--- src/rtl/calc_display_rx_pkg.sv ---
// Shared types and constants for the calculator display-stream receiver.
// Holds the status codes, the glyph set and the active-high segment patterns.
package calc_disp_pkg;

    localparam int unsigned STATUS_W = 2;
    localparam int unsigned DATA_W   = 4;
    localparam int unsigned POS_W    = 4;
    localparam int unsigned SEG_W    = 7;

    typedef logic [STATUS_W-1:0] status_t;
    typedef logic [DATA_W-1:0]   digit_t;
    typedef logic [POS_W-1:0]    pos_t;
    typedef logic [SEG_W-1:0]    seg_t;

    // One beat of the serialized display stream as seen on the bus.
    typedef struct packed {
        status_t status;
        digit_t  data;
        pos_t    pos;
    } beat_t;

    localparam status_t ST_ERRO   = 2'b00;
    localparam status_t ST_OCUP   = 2'b01;
    localparam status_t ST_PRONTO = 2'b10;

    localparam digit_t DIGIT_BLANK = 4'hF;

    typedef enum logic [3:0] {
        DIGIT_0     = 4'd0,
        DIGIT_1     = 4'd1,
        DIGIT_2     = 4'd2,
        DIGIT_3     = 4'd3,
        DIGIT_4     = 4'd4,
        DIGIT_5     = 4'd5,
        DIGIT_6     = 4'd6,
        DIGIT_7     = 4'd7,
        DIGIT_8     = 4'd8,
        DIGIT_9     = 4'd9,
        GLYPH_E     = 4'd10,
        GLYPH_R     = 4'd11,
        GLYPH_O     = 4'd12,
        GLYPH_BLANK = 4'd13
    } glyph_t;

    // Segment bit order is {g,f,e,d,c,b,a}; 1 = segment lit.
    localparam seg_t SEG_0     = 7'h3F;
    localparam seg_t SEG_1     = 7'h06;
    localparam seg_t SEG_2     = 7'h5B;
    localparam seg_t SEG_3     = 7'h4F;
    localparam seg_t SEG_4     = 7'h66;
    localparam seg_t SEG_5     = 7'h6D;
    localparam seg_t SEG_6     = 7'h7D;
    localparam seg_t SEG_7     = 7'h07;
    localparam seg_t SEG_8     = 7'h7F;
    localparam seg_t SEG_9     = 7'h6F;
    localparam seg_t SEG_E     = 7'h79;
    localparam seg_t SEG_R     = 7'h50;
    localparam seg_t SEG_O     = 7'h5C;
    localparam seg_t SEG_BLANK = 7'h00;

    // A stored digit that stops leading-zero blanking: a real digit 1..9.
    function automatic logic is_significant(input digit_t d);
        return (d != 4'd0) && (d <= 4'd9);
    endfunction

endpackage

--- src/rtl/calc_display_rx_if.sv ---
// Serialized display stream from the calculator core to the display receiver.
interface calc_display_rx_if;
    import calc_disp_pkg::*;

    status_t status;
    digit_t  data;
    pos_t    pos;

    modport master (output status, data, pos);
    modport slave  (input  status, data, pos);

endinterface

--- src/rtl/calc_display_rx_seg7_encode.sv ---
// Glyph to active-high 7-segment pattern; output polarity is applied by the parent.
module seg7_encode
    import calc_disp_pkg::*;
(
    input  glyph_t glyph,
    output seg_t   seg_c
);

    always_comb begin
        seg_c = SEG_BLANK;
        case (glyph)
            DIGIT_0:     seg_c = SEG_0;
            DIGIT_1:     seg_c = SEG_1;
            DIGIT_2:     seg_c = SEG_2;
            DIGIT_3:     seg_c = SEG_3;
            DIGIT_4:     seg_c = SEG_4;
            DIGIT_5:     seg_c = SEG_5;
            DIGIT_6:     seg_c = SEG_6;
            DIGIT_7:     seg_c = SEG_7;
            DIGIT_8:     seg_c = SEG_8;
            DIGIT_9:     seg_c = SEG_9;
            GLYPH_E:     seg_c = SEG_E;
            GLYPH_R:     seg_c = SEG_R;
            GLYPH_O:     seg_c = SEG_O;
            GLYPH_BLANK: seg_c = SEG_BLANK;
            default:     seg_c = SEG_BLANK;
        endcase
    end

endmodule

--- src/rtl/calc_display_rx.sv ---
// Receives the calculator display stream, commits whole frames atomically and
// scans them onto a multiplexed common-anode 7-segment display.
module calc_display_rx
    import calc_disp_pkg::*;
#(
    parameter int unsigned NUM_DIGITS     = 8,
    parameter int unsigned REFRESH_DIV    = 50000,
    parameter bit          SEG_ACTIVE_LOW = 1'b1
) (
    input  logic                  clock,
    input  logic                  reset,
    calc_display_rx_if.slave      bus,
    output logic [NUM_DIGITS-1:0] an,
    output seg_t                  seg,
    output logic                  dp,
    output logic                  frame_valid,
    output logic                  err_shown
);

    localparam int unsigned IDX_W = (NUM_DIGITS > 1) ? $clog2(NUM_DIGITS) : 1;
    localparam int unsigned CNT_W = $clog2(REFRESH_DIV);

    localparam logic [IDX_W-1:0]      LAST_IDX = IDX_W'(NUM_DIGITS - 1);
    localparam pos_t                  LAST_POS = POS_W'(NUM_DIGITS - 1);
    localparam logic [CNT_W-1:0]      CNT_LAST = CNT_W'(REFRESH_DIV - 1);
    localparam logic [NUM_DIGITS-1:0] AN_OFF   = {NUM_DIGITS{SEG_ACTIVE_LOW}};
    localparam seg_t                  SEG_OFF  = {SEG_W{SEG_ACTIVE_LOW}};

    beat_t                  in_c;
    logic                   beat_c;
    logic                   commit_c;
    logic [IDX_W-1:0]       wr_idx_c;
    logic                   wrap_c;
    logic                   lit_c;
    logic                   sig_seen_c;
    glyph_t                 glyph_c;
    seg_t                   seg_c;
    logic [NUM_DIGITS-1:0]  an_c;

    digit_t                 shadow [NUM_DIGITS];
    digit_t                 disp   [NUM_DIGITS];
    logic [CNT_W-1:0]       presc;
    logic [IDX_W-1:0]       scan_idx;
    logic                   load;

    assign in_c = {bus.status, bus.data, bus.pos};

    // Beat qualification; an error cycle or a latched error blocks the commit.
    always_comb begin
        beat_c   = (in_c.status != ST_PRONTO) && (in_c.pos <= LAST_POS);
        wr_idx_c = IDX_W'(in_c.pos);
        commit_c = beat_c && (in_c.pos == LAST_POS) &&
                   (in_c.status != ST_ERRO) && !err_shown;
    end

    // Shadow capture and whole-frame commit; the last digit is written through.
    always_ff @(posedge clock or posedge reset) begin
        if (reset) begin
            for (int k = 0; k < NUM_DIGITS; k++) begin
                shadow[k] <= DIGIT_BLANK;
                disp[k]   <= DIGIT_BLANK;
            end
        end else begin
            if (beat_c) begin
                shadow[wr_idx_c] <= in_c.data;
            end
            if (commit_c) begin
                for (int k = 0; k < NUM_DIGITS; k++) begin
                    disp[k] <= (k == NUM_DIGITS - 1) ? in_c.data : shadow[k];
                end
            end
        end
    end

    // Sticky status flags.
    always_ff @(posedge clock or posedge reset) begin
        if (reset) begin
            frame_valid <= 1'b0;
            err_shown   <= 1'b0;
        end else begin
            if (commit_c) begin
                frame_valid <= 1'b1;
            end
            if (in_c.status == ST_ERRO) begin
                err_shown <= 1'b1;
            end
        end
    end

    assign wrap_c = (presc == CNT_LAST);

    // Prescaler and scan index; load marks the first cycle of each new slot.
    always_ff @(posedge clock or posedge reset) begin
        if (reset) begin
            presc    <= '0;
            scan_idx <= '0;
            load     <= 1'b0;
        end else begin
            presc <= wrap_c ? '0 : presc + CNT_W'(1);
            load  <= wrap_c;
            if (wrap_c) begin
                scan_idx <= (scan_idx == LAST_IDX) ? '0 : scan_idx + IDX_W'(1);
            end
        end
    end

    // Glyph for the digit currently being scanned, with leading-zero blanking.
    always_comb begin
        glyph_c    = GLYPH_BLANK;
        sig_seen_c = 1'b0;
        if (err_shown) begin
            if (scan_idx == IDX_W'(3)) begin
                glyph_c = GLYPH_E;
            end else if ((scan_idx == IDX_W'(2)) || (scan_idx == IDX_W'(1))) begin
                glyph_c = GLYPH_R;
            end else if (scan_idx == '0) begin
                glyph_c = GLYPH_O;
            end
        end else begin
            for (int k = NUM_DIGITS - 1; k >= 0; k--) begin
                sig_seen_c = sig_seen_c | is_significant(disp[k]);
                if (IDX_W'(k) == scan_idx) begin
                    if ((disp[k] > 4'd9) || ((k != 0) && !sig_seen_c)) begin
                        glyph_c = GLYPH_BLANK;
                    end else begin
                        glyph_c = glyph_t'(disp[k]);
                    end
                end
            end
        end
    end

    seg7_encode u_seg7_encode (
        .glyph (glyph_c),
        .seg_c (seg_c)
    );

    always_comb begin
        an_c  = NUM_DIGITS'(1) << scan_idx;
        lit_c = frame_valid || err_shown;
    end

    // Anodes and segments change together, only at the start of a slot.
    always_ff @(posedge clock or posedge reset) begin
        if (reset) begin
            an  <= AN_OFF;
            seg <= SEG_OFF;
        end else if (load) begin
            an  <= (lit_c ? an_c  : '0) ^ AN_OFF;
            seg <= (lit_c ? seg_c : '0) ^ SEG_OFF;
        end
    end

    assign dp = SEG_ACTIVE_LOW;

endmodule

--- src/flat_wrapper.sv ---
// flat-port wrapper written by rule: the top's interface ports become plain ports
module calc_display_rx_flat import calc_disp_pkg::*;
#(
    parameter int unsigned NUM_DIGITS     = 8,
    parameter int unsigned REFRESH_DIV    = 50000,
    parameter bit          SEG_ACTIVE_LOW = 1'b1
)
  (clock, reset, an, seg, dp, frame_valid, err_shown, bus_status, bus_data, bus_pos);
  calc_display_rx_if bus_i ();
  input  logic clock;
  input  logic reset;
  output logic [NUM_DIGITS-1:0] an;
  output seg_t seg;
  output logic dp;
  output logic frame_valid;
  output logic err_shown;
  input wire logic [$bits(bus_i.status)-1:0] bus_status;
  input wire logic [$bits(bus_i.data)-1:0] bus_data;
  input wire logic [$bits(bus_i.pos)-1:0] bus_pos;
  assign bus_i.status = bus_status;
  assign bus_i.data = bus_data;
  assign bus_i.pos = bus_pos;
  calc_display_rx #(.NUM_DIGITS(NUM_DIGITS), .REFRESH_DIV(REFRESH_DIV), .SEG_ACTIVE_LOW(SEG_ACTIVE_LOW)) u_core (.clock(clock), .reset(reset), .bus(bus_i), .an(an), .seg(seg), .dp(dp), .frame_valid(frame_valid), .err_shown(err_shown));
endmodule
--- config.mk ---
export PLATFORM = sky130hd
export DESIGN_NAME = calc_display_rx_flat
export DESIGN_NICKNAME = d
export VERILOG_FILES = /design/src/rtl/calc_display_rx_pkg.sv /design/src/rtl/calc_display_rx_if.sv /design/src/rtl/calc_display_rx_seg7_encode.sv /design/src/rtl/calc_display_rx.sv /design/src/flat_wrapper.sv
export SDC_FILE = /design/constraint.sdc
export NUM_CORES = 1
export LEC_CHECK = 0
export BUFFER_PORTS_ARGS = -buffer_cell sky130_fd_sc_hd__buf_4
export CAP_MARGIN = 0
export CORE_MARGIN = 8
export CORE_UTILIZATION = 31
export CTS_CLUSTER_DIAMETER = 40
export DETAILED_ROUTE_END_ITERATION = 10
export PLACE_DENSITY = 0.42
export SLEW_MARGIN = 10
export SYNTH_ARGS = -nofsm -noshare
export SYNTH_HDL_FRONTEND = slang
export SYNTH_SLANG_ARGS = --single-unit
--- constraint.sdc ---
create_clock -name clock -period 10 [get_ports clock]
set_clock_uncertainty 0.05 [all_clocks]
set_input_delay 2 -clock clock [delete_from_list [all_inputs] [get_ports clock]]
set_output_delay 2 -clock clock [all_outputs]
set_load 0.03 [all_outputs]
Yosys cells after proc, flatten, opt, wreduce, memory -nomap -nowiden
Memories as Yosys holds them, arrays and structs flattened.
Index checks and enable logic that the tools add are counted.
W data, S select, Z words.
- logic and storage cells: 134
- register bits: 101
- input bits: 12
- bits in read-only memories: 112
- memories kept: 1
- $lt $le $gt $ge: 18
- shift-type cells: 1
- eq/ne operators: 14
- bitwise logic cells: 9
- reduce and logical (&&, ||, !) cells: 39
- $add $sub $neg: 2
- mux-type cells: 27
- memories (memory ; words ; bits a word ; rd ports ; clocked after memory_dff ; wr ports ; RTL line ; source):
    (name not given) ; 16 ; 7 ; 1 ; 0 ; 0 ; calc_display_rx_seg7_encode.sv:11 ; case (glyph)
- operators with widths (kind ; number):
    $mux W4 ; 20
    $bwmux W32 ; 1
    $gt A4 B4 Y1 const B ; 8
    $le A4 B4 Y1 const B ; 7
    $reduce_bool A4 Y1 ; 7
    $add A16 B1 Y16 const B ; 1
    $eq A16 B16 Y1 const B ; 1
    $mux W16 ; 1
    $demux W4 S3 ; 1
    $eq A3 B3 Y1 const A ; 4
    $logic_and A1 B1 Y1 ; 12
    $logic_or A1 B1 Y1 ; 9
    $logic_not A1 Y1 ; 8
    $mux W8 ; 1
    $not A8 Y8 ; 1
    $shl A1 B3 Y8 const A ; 1
    $mux W7 ; 1
    $not A7 Y7 ; 1
    $eq A2 B3 Y1 const A ; 2
    $eq A3 B2 Y1 const B ; 2
    $or A1 B1 Y1 ; 6
    $eq A4 B3 Y1 const B ; 1
    $ge A4 B4 Y1 const B ; 1
    $le A4 B3 Y1 const B ; 1
    12 further kinds ; 12

Logic depth before layout (Yosys ltp)
Gate-level depths: netlist (run 1).
An unclocked memory read counts as a cell.
- depth after elaboration: 17
- gate-level depth with buffers: 15

Hierarchy
Synthesis (run 1) repeated with hierarchy kept, for this count alone.
- cell total of the unflattened synthesis: 444
- area, all modules: 4961.0 µm²
- by module, submodules not included (module ; area an instance (µm²) ; cells each ; instances):
    calc_display_rx ; 4730.8 ; 411 ; 1
    seg7_encode ; 230.2 ; 33 ; 1

Worst setup path after synthesis (run 1)
Ideal clock, no wire load.
- path kind: input to register
- start point: input port bus_status[0]
- end point: register u_core.disp[0] (netlist name)
- required time: 9868 ps
- path slack: 6725 ps
- arrival: 3143 ps
- buffers on the path: 1
- stages on the path: 6
- cell sequence: inv_1 -> a21oi_1 -> and2_1 -> nand2_1 -> buf_1 -> mux2_2
- longest elaborated chain between the ends: 5
- elaborated cells on any way between the ends: 6
- those cells by class: 1 x eq/ne; 5 x reduce/logical
- RTL lines (item ; RTL line ; source):
    start, declared ; flat_wrapper.sv:17 ; input wire logic [$bits(bus_i.status)-1:0] bus_status;
    $ne A2 B2 Y1 ; calc_display_rx.sv:50 ; beat_c = (in_c.status != ST_PRONTO) && (in_c.pos <= LAST_POS);
    $logic_and A1 B1 Y1 ; calc_display_rx.sv:50 ;
    $logic_and A1 B1 Y1 ; calc_display_rx.sv:52 ; commit_c = beat_c && (in_c.pos == LAST_POS) &&
    $logic_and A1 B1 Y1 (*) ; calc_display_rx.sv:52 ;
    $logic_and A1 B1 Y1 (*) ; calc_display_rx.sv:53 ; (in_c.status != ST_ERRO) && !err_shown;
    end signal, assigned by index ; calc_display_rx.sv:69 ; disp[k] <= (k == NUM_DIGITS - 1) ? in_c.data : shadow[k];
    end, declared ; calc_display_rx.sv:41 ; digit_t disp [NUM_DIGITS];
Every way passes the cells marked *; elsewhere a longest branch is shown, timed or not.
A chain may end at the register's enable or synchronous reset.

Worst setup path after layout (run 1)
- start point: register u_core.scan_idx[1]
- end point: register u_core.seg[0]
- longest elaborated chain between the ends: 13
- elaborated cells on any way between the ends: 27
- those cells by class: 10 x eq/ne; 13 x mux; 1 x bitwise; 2 x reduce/logical; 1 x memory
- RTL lines (item ; RTL line ; source):
    start, declared ; calc_display_rx.sv:43 ; logic [IDX_W-1:0] scan_idx;
    start signal, assigned ; calc_display_rx.sv:102 ; scan_idx <= (scan_idx == LAST_IDX) ? '0 : scan_idx + IDX_W'(1);
    $eq A3 B3 Y1 ; calc_display_rx.sv:122 ; if (IDX_W'(k) == scan_idx) begin
    $mux W4 (8 in series) ; calc_display_rx.sv:122 ;
    $mux W4 (*) ; calc_display_rx.sv:111 ; if (err_shown) begin
    $mem_v2 Z16 W7 (*) ; n/a ;
    $mux W7 (*) ; calc_display_rx.sv:150 ; seg <= (lit_c ? seg_c : '0) ^ SEG_OFF;
    $not A7 Y7 (no source line) (*) ; n/a ;
    end signal, assigned ; calc_display_rx.sv:150 ;
    end, declared ; calc_display_rx.sv:14 ; output seg_t seg,
Marks and branches as above.

==> results of run 1 <==
-- final cells by class --
cell class                      count  area share [%]
Inverter                           13           0.866
Sequential cell                    97            43.6
Multi-Input combinational cell    331            41.4
Tap cell                          216            4.68
Clock inverter                      6            1.56
Clock buffer                       10            3.96
Timing Repair Buffer               30            3.90
-- cells in the final DEF, fill, tap and decap left out, types with 3 or more instances in the layout --
cell type,n
sky130_fd_sc_hd__o21ai_0,24
sky130_fd_sc_hd__xor2_1,8
sky130_fd_sc_hd__a31oi_1,9
sky130_fd_sc_hd__or4_1,5
sky130_fd_sc_hd__ha_1,12
sky130_fd_sc_hd__buf_4,30
sky130_fd_sc_hd__a22oi_1,4
sky130_fd_sc_hd__nor2_1,36
sky130_fd_sc_hd__dfstp_2,75
sky130_fd_sc_hd__xnor2_1,5
sky130_fd_sc_hd__o22a_1,4
sky130_fd_sc_hd__o32ai_1,3
sky130_fd_sc_hd__nand3b_1,6
sky130_fd_sc_hd__clkbuf_16,9
sky130_fd_sc_hd__mux2_2,61
sky130_fd_sc_hd__and3_1,5
sky130_fd_sc_hd__nand4_1,6
sky130_fd_sc_hd__nand2b_1,7
sky130_fd_sc_hd__nand2_1,22
sky130_fd_sc_hd__dfrtp_1,22
sky130_fd_sc_hd__or3_1,4
sky130_fd_sc_hd__inv_1,12
sky130_fd_sc_hd__nor2b_1,6
sky130_fd_sc_hd__nor4_1,6
sky130_fd_sc_hd__nand3_1,12
sky130_fd_sc_hd__nor3_1,12
sky130_fd_sc_hd__o21a_1,3
sky130_fd_sc_hd__a211oi_1,5
sky130_fd_sc_hd__a21oi_1,24
-- per-layer routing --
layer | track usage, % | part of all wire [%] | vias to the layer above
met2 | 19.7 | 47 | 63
li1 | - | - | 1734
met5 | 0 | 0 | -
met3 | 2.75 | 3.8 | 13
met1 | 16.9 | 48 | 1826
met4 | 4.54 | 1.4 | 0
-- how the worst max path moves through the flow --
stage,endpoint,depth (start not counted),from
after floorplan,u_core.err_shown$_DFFE_PP0P_,1,reset
after global placement,u_core.seg[0]$_DFFE_PP1P_,10,u_core.disp[0]$_DFFE_PP1P_
after detailed placement,u_core.seg[0]$_DFFE_PP1P_,12,u_core.scan_idx[0]$_DFFE_PP0P_
after CTS,u_core.seg[0]$_DFFE_PP1P_,10,u_core.disp[0]$_DFFE_PP1P_
after global routing,u_core.seg[0]$_DFFE_PP1P_,10,u_core.disp[0]$_DFFE_PP1P_
final,u_core.seg[0]$_DFFE_PP1P_,12,u_core.scan_idx[1]$_DFFE_PP0P_
-- where the power goes --
part	switching, mW	leakage, nW	internal (mW)
logic	0.0335	1.10	0.0349
registers	0.0160	1.07	0.444
clock network	0.153	0.153	0.220
total	0.203	2.31	0.699
-- cell families (layout without fill, tap and decap cells) --
group / after synthesis / count (layout) / share of synthesized area (%)
adder cells (fa/ha/maj): 12 / 12 / 2.97
flip-flops: 97 / 97 / 49.9
multiplexers: 63 / 63 / 14.0
AO/OA/AOI/OAI: 100 / 100 / 13.0
other: 1 / 1 / 0.0742
AND/OR/NAND/NOR: 142 / 142 / 15.1
XOR/XNOR: 13 / 13 / 2.25
buffers and inverters: 34 / 59 / 2.70
-- through the flow --
step | std cells | hold slack (ns) | cell area (µm²) | util (%) | worst slack (ns)
after floorplan | 462 | 0.383 | 5050 | - | 5.54
after global placement | 687 | 0.401 | 5460 | 34.4 | 6.37
after detailed placement | 687 | 0.407 | 5460 | 34.4 | 6.37
after CTS | 703 | 0.417 | 5780 | 36.4 | 6.32
after global routing | 703 | 0.436 | 5780 | 36.4 | 6.00
final | 703 | 0.412 | 5780 | 36.4 | 6.32
-- registers in the layout, indices dropped and copies added, names as in the netlist --
signal              flops
u_core.err_shown        1
u_core.disp            32
u_core.seg              7
u_core.scan_idx         3
u_core.shadow          28
u_core.load             1
u_core.presc           16
u_core.frame_valid      1
u_core.an               8
==> impl_table.tex, run 1 <==
\begin{tabular}{lr}
\hline
Metric & Value \\
\hline
\multicolumn{2}{l}{\textbf{Run}} \\
Maximum capacitance violations & 0 \\
\multicolumn{2}{l}{\textbf{Synth}} \\
Fraction of the yosys area taken by sequential cells & 49.9\% \\
Count of warnings emitted by yosys & 0 \\
Cell count after synthesis & 462 \\
Syn\_nets & 486 \\
Portion of synthesized cell area occupied by the leading cell type & 39.0\% \\
Dominant register cell in the synthesized netlist & sky130\_fd\_sc\_hd\_\_dfstp\_2 \\
Distinct cells, synth & 63 \\
Leading post-synthesis cells by cell area & sky130\_fd\_sc\_hd\_\_dfstp\_2, sky130\_fd\_sc\_hd\_\_mux2\_2, sky130\_fd\_sc\_hd\_\_dfrtp\_1 \\
Fraction of registers with async set/reset & 100\% \\
FF+latch count, synth & 97 \\
Synthesized area & 5050 µm² \\
Post-synth EDFFs & 0 \\
Most used standard cell by instance count after synthesis & sky130\_fd\_sc\_hd\_\_dfstp\_2 \\
Post-synthesis average cell area & 10.9 µm² \\
Ranking of synthesized cells by instance count & sky130\_fd\_sc\_hd\_\_dfstp\_2, sky130\_fd\_sc\_hd\_\_mux2\_2, sky130\_fd\_sc\_hd\_\_nor2\_1 \\
Yosys top cell by area & sky130\_fd\_sc\_hd\_\_dfstp\_2 \\
\multicolumn{2}{l}{\textbf{Global routing}} \\
GRT Total Usage & 12.7\% \\
Maximum number of pins on one net before global-route repair & 82 \\
Number of global-route vias before repair & 3665 \\
Number of antenna violations at the first check in global routing & 0 \\
First-pass GRT wire length & 20200 µm \\
Total congestion overflow & 0 \\
\multicolumn{2}{l}{\textbf{Timing}} \\
RSZ-0062 raised after global routing & no \\
Setup TNS & 0 ns \\
Number of setup violations in the final report & 0 \\
Final Hold Fails & 0 \\
Final Max Slew Viols & 0 \\
Final critical path time including I/O delays and setup & 3.68 ns \\
Maximum clock frequency & 272 MHz \\
Share of the cycle needed by the critical path after routing & 36.8\% \\
Rel. slew slack & 30.5\% \\
Actual transition at the worst max-transition pin & 1.04 ns \\
\multicolumn{2}{l}{\textbf{Final layout}} \\
Filler Cell Count & 1604 \\
Count of antenna diodes in the layout & 0 \\
Area Growth Syn to Fin & 14.4\% \\
Area of combinational cells with multiple inputs & 2390 µm² \\
\# nets final & 506 \\
Fraction of layout cells with a size suffix above 1 & 39.0\% \\
Seq. cell area & 2520 µm² \\
\multicolumn{2}{l}{\textbf{Floorplan}} \\
Core box area & 15900 µm² \\
Full die area & 20600 µm² \\
X dimension of the die & 144 µm \\
Die height & 144 µm \\
Starting utilization of the core area & 31.8\% \\
Number of ports placed on the die boundary & 30 \\
\# rows & 46 \\
\multicolumn{2}{l}{\textbf{Worst hold path}} \\
Startpoint of the lowest-slack hold path & u\_core.presc[0]\$\_DFF\_PP0\_ \\
Destination of the worst hold path & u\_core.presc[0]\$\_DFF\_PP0\_ \\
Number of instances on the worst hold path & 1 \\
Hold Crit Class & flop to flop \\
\multicolumn{2}{l}{\textbf{Worst setup path}} \\
Largest incremental delay on the critical path & 0.67 ns \\
Worst flop-to-flop path startpoint & u\_core.scan\_idx[1]\$\_DFFE\_PP0P\_ \\
Critical Path, Cell by Cell & inv\_1 > ha\_1 > nand2\_1 > or3b\_2 > nor4\_1 > o32ai\_1 > a211oi\_1 > inv\_1 > ha\_1 > nor3\_1 > mux2\_2 > a211oi\_1 \\
Buf/Inv on CP & 2 \\
Worst Path Arrival & 3.89 ns \\
Max stage delay cell, worst path & sky130\_fd\_sc\_hd\_\_a211oi\_1 \\
End of the worst register-to-register path & u\_core.seg[0]\$\_DFFE\_PP1P\_ \\
Sort of element at the end of the critical path & flop \\
Top cell family by delay on the critical path & simple AND/OR/NAND/NOR gates \\
Worst-case reg-to-reg path depth & 12 \\
Highest net fanout along the worst path & 11 \\
Launching element type of the critical path & flop \\
Worst reg2reg setup slack & 6.32 ns \\
Worst EP required & 10.21 ns \\
Critical path type & flop to flop \\
\multicolumn{2}{l}{\textbf{Power}} \\
Peak ir drop on the vdd network & 75.2 µV \\
Post-layout total power & 902 µW \\
Static leakage & 2.31 nW \\
Power per unit of standard cell area & 156 nW/µm² \\
\multicolumn{2}{l}{\textbf{Clocking}} \\
Inserted Clock Buffers & 9 \\
Setup fix buffers added after clock tree synthesis & 0 \\
Buffer type at the clock tree root & sky130\_fd\_sc\_hd\_\_clkbuf\_16 \\
Number of gates given a new drive strength after cts & 0 \\
Clock H-tree levels & 3 \\
Clock transition at the registers of the reported paths & 0.07 ns \\
Number of hold buffers added after CTS & 0 \\
Clock latency of the later-clocked register in the worst-skew pair & 0.35 ns \\
CTS sink count & 97 \\
Buffer depth of the longest clock path & 2 \\
Clock tree from TritonCTS & done \\
\multicolumn{2}{l}{\textbf{Routing}} \\
1st-pass router iterations & 4 \\
DRC violations left & 0 \\
DRT Wirelength & 12400 µm \\
Number of nets with antenna violations after detailed routing & 0 \\
Number of vias in the routed layout & 3636 \\
Wire per inst & 17.6 µm \\
Initial detailed-routing violation count & 209 \\
Average vias per placed instance & 5.17 \\
\multicolumn{2}{l}{\textbf{Place}} \\
Number of buffers added on ports & 28 \\
Estimated wirelength of the detail-placed design & 8790 µm \\
Routability congestion estimate & 0.831 \\
\multicolumn{2}{l}{\textbf{Run status}} \\
Status & complete, no violations \\
\hline
\end{tabular}
No activity file was read; power rests on OpenSTA's default activity.
==> inputs of run 2 (changes only) <==
- clock period: 10 -> 3.61 ns (I/O delays scaled with it)
==> run 2 against run 1 <==
Against the previous run:
- wire length fell by 0.59%
- final cell count rose by 1.6%
- maximum frequency rose by 9.9%
- sequential share of layout area fell by 0.58 points
- critical path depth fell by 3
- sequential power rose to 2.8 times the previous value
- via count rose by 0.72%
- clock power rose to 2.5 times the previous value
- cell area rose by 1.3%
- total power rose to 2.7 times the previous value
- setup slack got worse by 6.1 ns
- highest routed layer unchanged
==> impl_table.tex, run 2 (synthesis results as in run 1) <==
\begin{tabular}{lr}
\hline
Metric & Value \\
\hline
\multicolumn{2}{l}{\textbf{Run status}} \\
Status & complete, no violations \\
\multicolumn{2}{l}{\textbf{Routing}} \\
Number of nets with antenna violations after detailed routing & 0 (unchanged) \\
DRC violations left & 0 (unchanged) \\
Initial detailed-routing violation count & 256 (+22\%) \\
Number of vias in the routed layout & 3662 (+0.72\%) \\
Wire per inst & 17.2 µm (-2.1\%) \\
1st-pass router iterations & 4 (unchanged) \\
Average vias per placed instance & 5.13 (-0.84\%) \\
DRT Wirelength & 12300 µm (-0.59\%) \\
\multicolumn{2}{l}{\textbf{Worst setup path}} \\
Launching element type of the critical path & flop \\
Buf/Inv on CP & 1 (-1) \\
Worst Path Arrival & 3.54 ns (-0.35 ns) \\
Critical path's most frequent cell & sky130\_fd\_sc\_hd\_\_nor3\_1 \\
Critical path type & flop to flop \\
Max stage delay cell, worst path & sky130\_fd\_sc\_hd\_\_or4\_1 \\
Capturing element of the worst setup path & u\_core.seg[0]\$\_DFFE\_PP1P\_ \\
End of the worst register-to-register path & u\_core.seg[0]\$\_DFFE\_PP1P\_ \\
Worst reg2reg setup slack & 0.26 ns (-6.06 ns) \\
Critical Path, Cell by Cell & or4\_1 > a222oi\_1 > buf\_4 > nor3\_1 > or4\_4 > a311oi\_1 > nor3\_1 > mux2\_2 > a211oi\_1 \\
Startpoint of the worst setup timing path & u\_core.disp[0]\$\_DFFE\_PP1P\_ \\
Largest incremental delay on the critical path & 0.64 ns (-0.03 ns) \\
Highest net fanout along the worst path & 6 (-5) \\
Top cell family by delay on the critical path & simple AND/OR/NAND/NOR gates \\
Worst EP required & 3.80 ns (-6.41 ns) \\
Number of logic stages on the critical path including buffering & 9 (-3) \\
Worst-case reg-to-reg path depth & 9 (-3) \\
Sort of element at the end of the critical path & flop \\
Worst flop-to-flop path startpoint & u\_core.disp[0]\$\_DFFE\_PP1P\_ \\
\multicolumn{2}{l}{\textbf{Power}} \\
Clock power frac & 38.9\% (-2.5 points) \\
Static leakage & 2.36 nW (+2.1\%) \\
Peak ir drop on the vdd network & 199 µV (+160\%) \\
Total net switching power & 526 µW (+160\%) \\
Switching Share & 21.8\% (-0.68 points) \\
Post-layout total power & 2.42 mW (+170\%) \\
Design internal power & 1.89 mW (+170\%) \\
Combinational share of power & 8.4\% (+0.8 points) \\
Share of power burned in registers & 52.7\% (+1.7 points) \\
Power per unit of standard cell area & 413 nW/µm² (+160\%) \\
\multicolumn{2}{l}{\textbf{Final layout}} \\
Commonest cells after routing, fill and taps aside & sky130\_fd\_sc\_hd\_\_dfstp\_2, sky130\_fd\_sc\_hd\_\_mux2\_2, sky130\_fd\_sc\_hd\_\_buf\_4 \\
Area Growth Syn to Fin & 16.0\% \\
Largest Register & u\_core.disp \\
Max FFs per register & 32 (unchanged) \\
Seq. cell area & 2520 µm² (unchanged) \\
Fraction of layout cells with a size suffix above 1 & 40.4\% (+1.3 points) \\
Count of antenna diodes in the layout & 0 (unchanged) \\
Commonest non-fill, non-tap cell in the layout & sky130\_fd\_sc\_hd\_\_dfstp\_2 \\
Area of combinational cells with multiple inputs & 2400 µm² (+0.16\%) \\
Largest registers & u\_core.disp x32, u\_core.shadow x28, u\_core.presc x16 \\
\# nets final & 518 (+2.4\%) \\
Filler Cell Count & 1618 (+0.87\%) \\
\multicolumn{2}{l}{\textbf{Timing}} \\
Final Hold Fails & 0 (unchanged) \\
RSZ-0062 raised after global routing & no \\
Setup TNS & 0 ns (unchanged) \\
Share of the cycle needed by the critical path after routing & 92.8\% (+56 points) \\
Maximum clock frequency & 299 MHz (+9.9\%) \\
Actual transition at the worst max-transition pin & 0.810 ns (-0.232 ns) \\
Final critical path time including I/O delays and setup & 3.35 ns (-0.332 ns) \\
Final Max Slew Viols & 0 (unchanged) \\
Number of setup violations in the final report & 0 (unchanged) \\
Rel. slew slack & 46.0\% (+15 points) \\
\multicolumn{2}{l}{\textbf{Floorplan}} \\
\# rows & 46 (unchanged) \\
Die height & 144 µm (unchanged) \\
X dimension of the die & 144 µm (unchanged) \\
Number of ports placed on the die boundary & 30 (unchanged) \\
Core box area & 15900 µm² (unchanged) \\
Starting utilization of the core area & 31.8\% (unchanged) \\
Full die area & 20600 µm² (unchanged) \\
\multicolumn{2}{l}{\textbf{Clocking}} \\
CTS sink count & 97 (unchanged) \\
Buffer depth of the longest clock path & 2 (unchanged) \\
Clock transition at the registers of the reported paths & 0.06 ns (about the same) \\
Clock H-tree levels & 3 (unchanged) \\
Buffer type at the clock tree root & sky130\_fd\_sc\_hd\_\_clkbuf\_16 \\
Clock tree from TritonCTS & done \\
Inserted Clock Buffers & 9 (unchanged) \\
Number of hold buffers added after CTS & 0 (unchanged) \\
Clock latency of the later-clocked register in the worst-skew pair & 0.34 ns (about the same) \\
\multicolumn{2}{l}{\textbf{Global routing}} \\
First-pass GRT wire length & 20600 µm (+1.7\%) \\
Routing usage on met1 & 17.4\% (+0.42 points) \\
Maximum number of pins on one net before global-route repair & 54 (-34\%) \\
Number of global-route vias before repair & 3804 (+3.8\%) \\
Global-route track usage on met3 & 2.32\% (-0.43 points) \\
Number of antenna violations at the first check in global routing & 0 (unchanged) \\
GRT Total Usage & 12.8\% (+0.16 points) \\
Busiest metal layer after global routing & met2 \\
GR Layer Usage met2 & 19.3\% (-0.35 points) \\
Total congestion overflow & 0 (unchanged) \\
\multicolumn{2}{l}{\textbf{Place}} \\
Routability congestion estimate & 0.816 (-1.9\%) \\
Number of buffers added on ports & 28 (unchanged) \\
Estimated wirelength of the detail-placed design & 8900 µm (+1.2\%) \\
\multicolumn{2}{l}{\textbf{Run}} \\
Maximum capacitance violations & 0 (unchanged) \\
\multicolumn{2}{l}{\textbf{Worst hold path}} \\
Hold Crit Class & flop to flop \\
\hline
\end{tabular}
[run 2: metal layers]
metal	wire, µm	share of wire (%)
met1	5930	48
met2	5600	45
met3	415	3.4
met4	378	3.1
met5	0	0
[run 2: stage by stage]
step / instance area (µm²) / hold slack [ns] / setup WS, ns / util [%] / cells
5_1_grt: 5860 / 0.446 / 0.00437 / 36.9 / 714
2_1_floorplan: 5050 / 0.383 / 0.354 / - / 462
3_5_place_dp: 5560 / 0.412 / 0.256 / 35.0 / 698
4_1_cts: 5850 / 0.421 / 0.186 / 36.8 / 713
6_report: 5860 / 0.421 / 0.261 / 36.9 / 714
3_3_place_gp: 5560 / 0.398 / 0.194 / 35.0 / 698
[run 2: layout make-up]
cell class	count	area share, %
Clock buffer	12	4.21
Clock inverter	3	0.748
Inverter	13	0.855
Multi-Input combinational cell	331	40.9
Sequential cell	97	43.0
Tap cell	216	4.61
Timing Repair Buffer	42	5.60
[run 2: power by group through the flow]
| stage | logic (mW) | registers (mW) | clock network (mW) |
|---|---|---|---|
| after floorplan | 0.148 | 1.28 | 0 |
| after global placement | 0.197 | 1.29 | 0 |
| after detailed placement | 0.201 | 1.29 | 0 |
| after CTS | 0.201 | 1.27 | 0.987 |
| after global routing | 0.224 | 1.29 | 1.02 |
| final | 0.203 | 1.27 | 0.940 |
[run 2: worst min-delay path by stage]
stage                              startpoint                        end  cells past startpoint  slack [ns]
detailed placement  u_core.presc[0]$_DFF_PP0_  u_core.presc[0]$_DFF_PP0_                      1        0.41
global route        u_core.presc[0]$_DFF_PP0_  u_core.presc[0]$_DFF_PP0_                      1        0.45
floorplan           u_core.presc[0]$_DFF_PP0_  u_core.presc[0]$_DFF_PP0_                      1        0.38
global placement    u_core.presc[0]$_DFF_PP0_  u_core.presc[0]$_DFF_PP0_                      1        0.40
CTS                 u_core.presc[0]$_DFF_PP0_  u_core.presc[0]$_DFF_PP0_                      1        0.42
finish              u_core.presc[0]$_DFF_PP0_  u_core.presc[0]$_DFF_PP0_                      1        0.42
[run 2: worst reg2reg max path, cell delays in order (launching register included)]
cell and delay (ns):
sky130_fd_sc_hd__dfstp_2 0.38, sky130_fd_sc_hd__or4_1 0.64, sky130_fd_sc_hd__a222oi_1 0.46, sky130_fd_sc_hd__buf_4 0.19
sky130_fd_sc_hd__nor3_1 0.05, sky130_fd_sc_hd__or4_4 0.53, sky130_fd_sc_hd__a311oi_1 0.35, sky130_fd_sc_hd__nor3_1 0.08
sky130_fd_sc_hd__mux2_2 0.26, sky130_fd_sc_hd__a211oi_1 0.27
[run 2: what timing repair did]
| action | CTS | global route |
|---|---|---|
| gates resized for setup | 0 | 3 |
| endpoints found under the setup margin | 0 | 3 |
| buffers inserted | 0 | 1 |
| endpoints found under the hold margin | 0 | 0 |
==> inputs of run 3 (changes only) <==
- clock period: 3.61 -> 3.7 ns (I/O delays scaled with it)
==> run 3 against run 2 <==
Against the previous run:
- sequential share of layout area shrank 0.092 points
- first-iteration DRC count is 25% lower
- critical path depth grew 2
- non-clock buffer count is 5 lower
- combinational power is 5% lower
- largest cell class unchanged
- die area unchanged
- cell area rose by 0.21%
- clock power increased by 14%
- hold slack got worse by 0.015 ns
- setup slack better by 0.047 ns
- final cell count down 0.56%
- core utilization rose by 0.079 points
==> impl_table.tex, run 3 (synthesis results as in run 1) <==
\begin{tabular}{lr}
\hline
Metric & Value \\
\hline
\multicolumn{2}{l}{\textbf{Run status}} \\
Status & complete, no violations \\
\multicolumn{2}{l}{\textbf{Routing}} \\
DRC violations left & 0 (unchanged) \\
Number of nets with antenna violations after detailed routing & 0 (unchanged) \\
Number of vias in the routed layout & 3653 (-0.25\%) \\
Initial detailed-routing violation count & 193 (-25\%) \\
Average vias per placed instance & 5.15 (+0.32\%) \\
1st-pass router iterations & 4 (unchanged) \\
Wire per inst & 17.1 µm (-1.1\%) \\
DRT Wirelength & 12100 µm (-1.7\%) \\
\multicolumn{2}{l}{\textbf{Power}} \\
Static leakage & 2.36 nW (about the same) \\
Power per unit of standard cell area & 427 nW/µm² (+3.5\%) \\
Peak ir drop on the vdd network & 231 µV (+16\%) \\
\multicolumn{2}{l}{\textbf{Clocking}} \\
Clock latency of the later-clocked register in the worst-skew pair & 0.35 ns (about the same) \\
Buffer type at the clock tree root & sky130\_fd\_sc\_hd\_\_clkbuf\_16 \\
Clock transition at the registers of the reported paths & 0.07 ns (about the same) \\
Clock H-tree levels & 3 (unchanged) \\
CTS sink count & 97 (unchanged) \\
Inserted Clock Buffers & 9 (unchanged) \\
Clock tree from TritonCTS & done \\
Buffer depth of the longest clock path & 2 (unchanged) \\
\multicolumn{2}{l}{\textbf{Floorplan}} \\
Number of ports placed on the die boundary & 30 (unchanged) \\
X dimension of the die & 144 µm (unchanged) \\
Full die area & 20600 µm² (unchanged) \\
Core box area & 15900 µm² (unchanged) \\
Starting utilization of the core area & 31.8\% (unchanged) \\
Die height & 144 µm (unchanged) \\
\# rows & 46 (unchanged) \\
\multicolumn{2}{l}{\textbf{Timing}} \\
RSZ-0062 raised after global routing & no \\
Maximum clock frequency & 295 MHz (-1.3\%) \\
Setup TNS & 0 ns (unchanged) \\
Rel. slew slack & 47.7\% (+1.7 points) \\
Number of setup violations in the final report & 0 (unchanged) \\
Actual transition at the worst max-transition pin & 0.778 ns (-0.0320 ns) \\
Final critical path time including I/O delays and setup & 3.39 ns (+0.0433 ns) \\
Share of the cycle needed by the critical path after routing & 91.7\% (-1.1 points) \\
Final Max Slew Viols & 0 (unchanged) \\
Worst hold slack after final layout & 0.406 ns (-0.0146 ns) \\
Final Hold Fails & 0 (unchanged) \\
\multicolumn{2}{l}{\textbf{Worst setup path}} \\
Largest incremental delay on the critical path & 0.65 ns (about the same) \\
Highest net fanout along the worst path & 6 (unchanged) \\
Buf/Inv on CP & 2 (+1) \\
Worst Path Arrival & 3.60 ns (+0.06 ns) \\
Critical path type & flop to flop \\
Worst reg2reg setup slack & 0.31 ns (+0.05 ns) \\
Worst EP required & 3.91 ns (+0.11 ns) \\
Worst-case reg-to-reg path depth & 11 (+2) \\
Startpoint of the worst setup timing path & u\_core.disp[0]\$\_DFFE\_PP1P\_ \\
Launching element type of the critical path & flop \\
Critical Path, Cell by Cell & or4\_1 > a222oi\_1 > nor4\_1 > o32ai\_1 > a211oi\_1 > buf\_4 > inv\_1 > ha\_1 > nor3\_1 > mux2\_2 > a211oi\_1 \\
Critical path's most frequent cell & sky130\_fd\_sc\_hd\_\_a211oi\_1 \\
Sort of element at the end of the critical path & flop \\
Top cell family by delay on the critical path & compound AO/OA/AOI/OAI gates \\
Worst flop-to-flop path startpoint & u\_core.disp[0]\$\_DFFE\_PP1P\_ \\
Max stage delay cell, worst path & sky130\_fd\_sc\_hd\_\_or4\_1 \\
End of the worst register-to-register path & u\_core.seg[0]\$\_DFFE\_PP1P\_ \\
\multicolumn{2}{l}{\textbf{Place}} \\
Routability congestion estimate & 0.794 (-2.6\%) \\
Number of buffers added on ports & 28 (unchanged) \\
Estimated wirelength of the detail-placed design & 8760 µm (-1.6\%) \\
\multicolumn{2}{l}{\textbf{Final layout}} \\
Max FFs per register & 32 (unchanged) \\
Largest registers & u\_core.disp x32, u\_core.shadow x28, u\_core.presc x16 \\
Filler Cell Count & 1616 (-0.12\%) \\
Count of antenna diodes in the layout & 0 (unchanged) \\
Area Growth Syn to Fin & 16.2\% \\
\# nets final & 513 (-0.97\%) \\
Commonest non-fill, non-tap cell in the layout & sky130\_fd\_sc\_hd\_\_dfstp\_2 \\
Commonest cells after routing, fill and taps aside & sky130\_fd\_sc\_hd\_\_dfstp\_2, sky130\_fd\_sc\_hd\_\_mux2\_2, sky130\_fd\_sc\_hd\_\_nor2\_1, sky130\_fd\_sc\_hd\_\_buf\_4 \\
Largest Register & u\_core.disp \\
Fraction of layout cells with a size suffix above 1 & 40.1\% (-0.28 points) \\
\multicolumn{2}{l}{\textbf{Worst hold path}} \\
Hold Crit Class & flop to flop \\
Startpoint of the lowest-slack hold path & u\_core.presc[0]\$\_DFF\_PP0\_ \\
Destination of the worst hold path & u\_core.presc[0]\$\_DFF\_PP0\_ \\
Number of instances on the worst hold path & 1 (unchanged) \\
\multicolumn{2}{l}{\textbf{Global routing}} \\
GRT Total Usage & 12.5\% (-0.34 points) \\
Routing usage on met1 & 16.5\% (-0.86 points) \\
Number of global-route vias before repair & 3609 (-5.1\%) \\
Total congestion overflow & 0 (unchanged) \\
Global-route track usage on met3 & 2.85\% (+0.53 points) \\
Maximum number of pins on one net before global-route repair & 61 (+13\%) \\
First-pass GRT wire length & 19900 µm (-3.3\%) \\
Busiest metal layer after global routing & met2 \\
GR Layer Usage met2 & 19.7\% (+0.37 points) \\
Number of antenna violations at the first check in global routing & 0 (unchanged) \\
\multicolumn{2}{l}{\textbf{Run}} \\
Maximum capacitance violations & 0 (unchanged) \\
\hline
\end{tabular}
==> run 3: cell count changes in the layout (fill, tap and decap cells not counted), sizes merged <==
cell,delta
bufinv,+2
buf,-5
inv,+2
clkbuf,-3
==> run 3: through the flow <==
| stage | total power [mW] | setup WS (ns) | instance area, µm² | utilization (%) | instances |
|---|---|---|---|---|---|
| after floorplan | 1.39 | 0.444 | 5050 | - | 462 |
| after global placement | 1.45 | 0.309 | 5530 | 34.8 | 694 |
| after detailed placement | 1.46 | 0.295 | 5530 | 34.8 | 694 |
| after CTS | 2.55 | 0.244 | 5870 | 36.9 | 710 |
| after global routing | 2.61 | 0.0619 | 5870 | 36.9 | 710 |
| final | 2.51 | 0.308 | 5870 | 36.9 | 710 |
==> run 3: final cells by class <==
cell class              instances  area [µm²]  area share [%]
repair buffers                 37         290            4.95
inverters                      13        50.0           0.853
flip-flops and latches         97        2520            43.0
multi-input cells             331        2400            40.8
clock buffers                   9         225            3.84
clock inverters                 7         116            1.98
well taps                     216         270            4.60
==> run 3: power breakdown <==
part	switching (mW)	internal, mW
combinational	0.0915	0.100
clock	0.409	0.662
sequential	0.0425	1.20
==> run 3: what timing repair did <==
item,4_1_cts,5_1_grt
hold buffers,0,0
resized for setup,0,1
setup buffers,0,0
setup endpoints to repair,0,3
==> run 3: how the worst max path moves through the flow <==
stage,endpoint,slack [ns],depth (start not counted)
3_5_place_dp,u_core.seg[0]$_DFFE_PP1P_,0.30,12
2_1_floorplan,u_core.seg[0]$_DFFE_PP1P_,0.44,14
5_1_grt,u_core.seg[0]$_DFFE_PP1P_,0.06,11
6_report,u_core.seg[0]$_DFFE_PP1P_,0.31,11
3_3_place_gp,u_core.seg[0]$_DFFE_PP1P_,0.31,12
4_1_cts,u_core.seg[0]$_DFFE_PP1P_,0.24,12
==> run 3: layer usage <==
metal  vias up  wire length, µm
met5         -                0
met4         0              164
met3        10              509
met2        63             5730
met1      1834             5710
li1       1746                -
